### src/rtl/save_restore.sv
// Save-point consumer: captures the kid position on a new save trigger and runs
// the death/restart -> timed delay -> restore handshake back to the kid controller.
module save_restore #(
   parameter logic [9:0]  START_X      = 10'd32,
   parameter logic [9:0]  START_Y      = 10'd400,
   parameter logic [23:0] DELAY_CYCLES = 24'd1000000,
   parameter logic [9:0]  DEATH_MAX    = 10'd999
) (
   input  logic       clk,
   input  logic       rst,
   input  logic       save_trig,
   input  logic [9:0] kid_x,
   input  logic [9:0] kid_y,
   input  logic       death,
   input  logic       respawn_key,
   input  logic       restore_ack,
   output logic       restore_valid,
   output logic [9:0] restore_x,
   output logic [9:0] restore_y,
   output logic       frozen,
   output logic       has_save,
   output logic [9:0] death_count
);

   localparam logic [1:0] ST_ALIVE   = 2'd0;
   localparam logic [1:0] ST_DEAD    = 2'd1;
   localparam logic [1:0] ST_DELAY   = 2'd2;
   localparam logic [1:0] ST_RESTORE = 2'd3;

   // DELAY_CYCLES of zero would never terminate the wait; treat it as one.
   localparam logic [23:0] DELAY_LAST = (DELAY_CYCLES == 24'd0) ? 24'd0 : (DELAY_CYCLES - 24'd1);

   logic [1:0]  state_q, state_d;
   logic [9:0]  save_x_q, save_x_d;
   logic [9:0]  save_y_q, save_y_d;
   logic        has_save_q, has_save_d;
   logic [9:0]  death_count_q, death_count_d;
   logic [23:0] delay_cnt_q, delay_cnt_d;
   logic        restore_valid_q, restore_valid_d;
   logic        frozen_q, frozen_d;
   logic        save_prev_q, save_prev_d;
   logic        death_prev_q, death_prev_d;
   logic        save_rise_s;
   logic        death_rise_s;

   assign save_rise_s  = save_trig & ~save_prev_q;
   assign death_rise_s = death & ~death_prev_q;

   // Next-state logic for the respawn sequencer and the saved position.
   always_comb begin
      state_d         = state_q;
      save_x_d        = save_x_q;
      save_y_d        = save_y_q;
      has_save_d      = has_save_q;
      death_count_d   = death_count_q;
      delay_cnt_d     = delay_cnt_q;
      save_prev_d     = save_trig;
      death_prev_d    = death;

      case (state_q)
         ST_ALIVE: begin
            if (death_rise_s) begin
               state_d = ST_DEAD;
               if (death_count_q != DEATH_MAX) begin
                  death_count_d = death_count_q + 10'd1;
               end else begin
                  death_count_d = death_count_q;
               end
            end else if (respawn_key) begin
               state_d     = ST_DELAY;
               delay_cnt_d = 24'd0;
            end else if (save_rise_s) begin
               save_x_d   = kid_x;
               save_y_d   = kid_y;
               has_save_d = 1'b1;
            end else begin
               state_d = ST_ALIVE;
            end
         end
         ST_DEAD: begin
            if (respawn_key) begin
               state_d     = ST_DELAY;
               delay_cnt_d = 24'd0;
            end else begin
               state_d = ST_DEAD;
            end
         end
         ST_DELAY: begin
            if (delay_cnt_q == DELAY_LAST) begin
               state_d     = ST_RESTORE;
               delay_cnt_d = 24'd0;
            end else begin
               delay_cnt_d = delay_cnt_q + 24'd1;
            end
         end
         ST_RESTORE: begin
            // An ack only counts against a position that is actually on offer.
            if (restore_valid_q && restore_ack) begin
               state_d = ST_ALIVE;
            end else begin
               state_d = ST_RESTORE;
            end
         end
         default: begin
            state_d = ST_ALIVE;
         end
      endcase

      restore_valid_d = (state_d == ST_RESTORE);
      frozen_d        = (state_d != ST_ALIVE);
   end

   // State and output registers; reset drops any save and returns to the spawn point.
   always_ff @(posedge clk or negedge rst) begin
      if (!rst) begin
         state_q         <= ST_ALIVE;
         save_x_q        <= START_X;
         save_y_q        <= START_Y;
         has_save_q      <= 1'b0;
         death_count_q   <= 10'd0;
         delay_cnt_q     <= 24'd0;
         restore_valid_q <= 1'b0;
         frozen_q        <= 1'b0;
         save_prev_q     <= 1'b0;
         death_prev_q    <= 1'b0;
      end else begin
         state_q         <= state_d;
         save_x_q        <= save_x_d;
         save_y_q        <= save_y_d;
         has_save_q      <= has_save_d;
         death_count_q   <= death_count_d;
         delay_cnt_q     <= delay_cnt_d;
         restore_valid_q <= restore_valid_d;
         frozen_q        <= frozen_d;
         save_prev_q     <= save_prev_d;
         death_prev_q    <= death_prev_d;
      end
   end

   assign restore_valid = restore_valid_q;
   assign restore_x     = save_x_q;
   assign restore_y     = save_y_q;
   assign frozen        = frozen_q;
   assign has_save      = has_save_q;
   assign death_count   = death_count_q;

endmodule

### config.mk
export PLATFORM = sky130hd
export DESIGN_NAME = save_restore
export DESIGN_NICKNAME = d
export VERILOG_FILES = /design/src/rtl/save_restore.sv
export SDC_FILE = /design/constraint.sdc
export NUM_CORES = 1
export LEC_CHECK = 0
export BUFFER_PORTS_ARGS = -buffer_cell sky130_fd_sc_hd__buf_2
export CORE_MARGIN = 5
export CORE_UTILIZATION = 45
export DETAILED_ROUTE_END_ITERATION = 16
export PLACE_DENSITY = 0.69
export SYNTH_ARGS = -nofsm -noshare
export SYNTH_HDL_FRONTEND = slang
export SYNTH_SLANG_ARGS = --single-unit
### constraint.sdc
create_clock -name clk -period 5.65 [get_ports clk]
set_input_delay 0.2825 -clock clk [delete_from_list [all_inputs] [get_ports clk]]
set_output_delay 0.2825 -clock clk [all_outputs]
set_load 0.02 [all_outputs]
# Yosys cells after proc, flatten, opt, wreduce, memory -nomap -nowiden
# Index checks and enable logic that the tools add are counted.
# op_classes
add_sub_neg	2
n_eq_ne	7
muxes	11
bitwise	6
n_reduce_logical	7
# ops
op	n
$mux 24	3
$pmux 24 s3	1
$add 24x1->24 const B	1
$eq 24x20->1 const B	1
$mux 2	6
$add 10x1->10 const B	1
$ne 10x10->1 const B	1
$pmux 2 s4	1
$eq 2x2->1 const B	3
$not 1->1	4
$reduce_and 4->1	1
$reduce_and 3->1	1
$reduce_bool 3->1	1
$and 1x1->1	2
$eq 2x1->1 const B	1
$logic_not 2->1	1
$ne 2x2->1 const B	1
$reduce_and 2->1	1
$reduce_bool 2->1	1
$logic_and 1x1->1	1
# totals
regBits	61
input_bits	26
out_inout_bits	33
wordCells	43

# Logic depth before layout (Yosys ltp)
# depth
depth_word	7
depth_mapped	8
ltp_nobuf	6

# Worst setup path after synthesis
# OpenSTA, ideal clock, no wires.
# synth_path
kind	reg2reg
start	register delay_cnt_q[0]
end	register delay_cnt_q[13]
setup_ps	148
arrival_ps	1685
path_slack_ps	3817
stages_incl_launch_ff	9
synth_period_minus_slack_ps	1833
cell_sequence	dfrtp_1 ha_1 nor4b_1 nand4_1 o21ba_1 buf_6 buf_6 a21oi_1 a31oi_1
# synth_between
elab_chain_len	3
# synth_rtl
item	line_no	rtl
start: declaration	38	logic [23:0] delay_cnt_q, delay_cnt_d;
start signal: assignment	132	delay_cnt_q <= delay_cnt_d;
$add 24x1->24 / $eq 24x20->1 (equally long branches)	93, 89	
$mux 24 (*)	89	if (delay_cnt_q == DELAY_LAST) begin
$pmux 24 s3 (*)	60	case (state_q)
# Every way passes the cells marked *; elsewhere a longest branch is shown, timed or not.
# A chain may end at the register's enable or synchronous reset.

# Worst setup path in the final report
# layout_path
start	register state_q[1]
end	register save_x_q[4] (netlist: restore_x[4])
# layout_between
elab_chain_len	2
# layout_rtl
item	line_no	rtl
start: declaration	33	logic [1:0] state_q, state_d;
start signal: assignment	127	state_q <= state_d;
$logic_not 2->1	60	
$reduce_and 4->1 (no line)	n/a	
end signal: assignment	128	save_x_q <= save_x_d;
end: declaration	34	logic [9:0] save_x_q, save_x_d;
# No other way between the ends.

==> impl_metrics.tcl <==
set metrics [dict create \
    synth_common_cells "dfrtp_1, nand2_1, mux2_2" \
    yosys.cell_types.count 57 \
    period_needed_ns 2.36 \
    hpwl_mm 4.10 \
    drt-initial-drc-count 99 \
    critical_path_class "flop to flop" \
    die_w_um 91.2 \
    clockRootBuffer "clkbuf_8" \
    synth_fa_ha_area_share_pct 0.843 \
    cts_resized 0 \
    cts_tree "built" \
    chipHeight_um 91.2 \
    crit_chain "a2111oi_1 > and3b_1 > mux2_2" \
    clk_pin_slew_ns 0.07 \
    wl_met2_mm 2.77 \
    setup_tns_ns 0 \
    synth-edff-count 0 \
    synth_top_family_by_area "simple AND/OR/NAND/NOR gates" \
    htreeDepth 3 \
    wl_met1_mm 2.62 \
    cts.path.max_buffers 2 \
    cp_max_fo 21 \
    max_freq_mhz 423 \
    netlist_top_cells_area "dfrtp_1, mux2_2, dfstp_2" \
    die_area_mm2 0.00832 \
    grt_pass1_vias 2164 \
    num_antenna_cells 0 \
    grt_pass1_wl_mm 10.1 \
    path_buf_inv 0 \
    routed_via_density 5.43 \
    syn_area_mm2 0.00297 \
    synth-main-ff-cell "dfrtp_1" \
    status "finished clean" \
    grtUsageTotal_pct 15.1 \
    finalNetCount 349 \
    finalPower_mw 1.48 \
    drt_pass1_iterations 4 \
    start_util_pct 46.5 \
    synth.mux.area_fraction_pct 8.31 \
    syn_avg_cell_area_um2 11.2 \
    synth_compound_area_share_pct 12.3 \
    peakVddDrop_mv 0.285 \
    p_leak_nw 1.70 \
    timing.final.max_slew_violations 0 \
    arrival_ns 2.59 \
    cts-buffers-inserted 9 \
    fin_crit_sh_pct 41.8 \
    postCtsSetupRepairBufs 0 \
    max_slew_margin_pct 37.9 \
    wirelength_mm 5.87 \
    io_pins 59 \
    met3WireLength_um 399 \
    cp-end-kind "flop" \
    synth_nets 292 \
    critPathLaunch "state_q[1]" \
    clock-sinks 61 \
    regToRegStartpoint "state_q[1]" \
    rsz0062_at_grt "no" \
    yosysWarnings 0 \
    ys_async_sr_fraction_pct 100 \
    grt_remaining_overflow 0 \
    cp_top_family "simple AND/OR/NAND/NOR gates" \
    core_mm2 0.00639 \
    io_buffers 58 \
    area_growth_pct 17.4 \
    worstMarginPinSlew_ns 0.931 \
    postCtsHoldBufs 0 \
    yosysSeqAreaShare_pct 51.6 \
    hp-start "save_trig" \
    setup_viol 0 \
    skew_ns 0.00861 \
    highest-signal-layer "met4" \
    ant_nets 0 \
    yosysMostFrequentCell "dfrtp_1" \
    cp-start-kind "flop" \
    drcViolationCount 0 \
    num_vias 2189 \
    power_density_mw_per_mm2 425 \
    place_congestion 0.802 \
    drive_above_1_share_pct 35.3 \
    synth-simple-area-share_pct 19.9 \
    grt_start_max_net_pins 62 \
    synth.top_cell.area_share_pct 48.1 \
    crit_slowest_cell "and3b_1" \
    hold_path.class "input pin to flop" \
    yosysTopAreaCell "dfrtp_1" \
    hold_violations 0 \
    clkLatencyLatePin_ns 0.35 \
    max_stage_delay_ns 0.80 \
    synth_xor_area_share_pct 2.66 \
    syn_inst 264 \
    routedWlPerCell_um 14.6 \
    antenna_found_initial 0 \
    ys_ff_latch 61 \
    crit_required_ns 5.88 \
    rows 29 \
    drv_cap 0 \
]
cell usage in the layout (no fill, tap or decap), types with 3 or more instances in the layout:
cell type / count
a41oi_1: 3
nand4_1: 10
dfrtp_1: 57
nand2_1: 23
nand3_1: 12
nor3_1: 3
xnor2_1: 5
and3_1: 5
inv_1: 8
buf_2: 58
nand2b_1: 3
o21ai_0: 12
clkbuf_8: 10
or3_1: 4
a31oi_1: 8
nor4_1: 3
a21oi_1: 7
a21o_1: 4
mux2_2: 21
dfstp_2: 4
xor2_1: 4
nor2_1: 11
a21oi_2: 3
path summary, 6_finish.rpt:
check / end / slack, ns / cells after the start
min reg2reg: has_save / 0.48 / 1
max in group asynchronous: delay_cnt_q[22] / 5.06 / 2
max: restore_x[4] / 3.29 / 3
max reg2reg: restore_x[4] / 3.29 / 3
min: save_prev_q / 0.06 / 1
min in group asynchronous: death_count[7] / 0.08 / 2
routing by layer:
layer,global-route usage [%],up-vias
met1,19.3,1048
met3,6.86,9
met4,6.11,0
met2,22.4,57
li1,-,1075
met5,0,-
kinds of logic after synthesis:
| logic type | Yosys count |
|---|---|
| compound gates | 53 |
| xor+xnor | 9 |
| fa+ha+maj | 2 |
| buf+inv | 21 |
| flops | 61 |
| mux | 22 |
| simple gates | 96 |
per-stage QoR:
stage	setup slack, ns	hold WS, ns	std cells	util (%)	instance area [um^2]
3_3_place_gp	3.31	0.410	387	51.0	3260
6_report	3.29	0.0595	403	54.5	3480
5_1_grt	3.06	0.0315	403	54.5	3480
4_1_cts	3.27	0.0462	403	54.5	3480
3_5_place_dp	3.30	0.416	387	51.0	3260
2_1_floorplan	3.82	-0.0131	264	-	2970
layout make-up:
type	instances	area [um^2]
well taps	77	96.3
fillers	557	2900
flip-flops and latches	61	1530
clock inverters	6	86.3
multi-input cells	182	1300
inverters	8	30.0
repair buffers	59	298
clock buffers	10	138
report_power, final:
| part | internal [mW] | switching, mW | leakage, nW |
|---|---|---|---|
| logic | 0.169 | 0.247 | 0.795 |
| clock network | 0.259 | 0.168 | 0.112 |
| registers | 0.539 | 0.0991 | 0.793 |
| total | 0.967 | 0.514 | 1.70 |
registers in the layout, summed over array words and instances, names as in the netlist:
| register | flops |
|---|---|
| frozen | 1 |
| state_q | 2 |
| delay_cnt_q | 24 |
| restore_valid | 1 |
| death_prev_q | 1 |
| restore_y | 10 |
| save_prev_q | 1 |
| death_count | 10 |
| has_save | 1 |
| restore_x | 10 |
No activity file was read; power rests on OpenSTA's default activity.
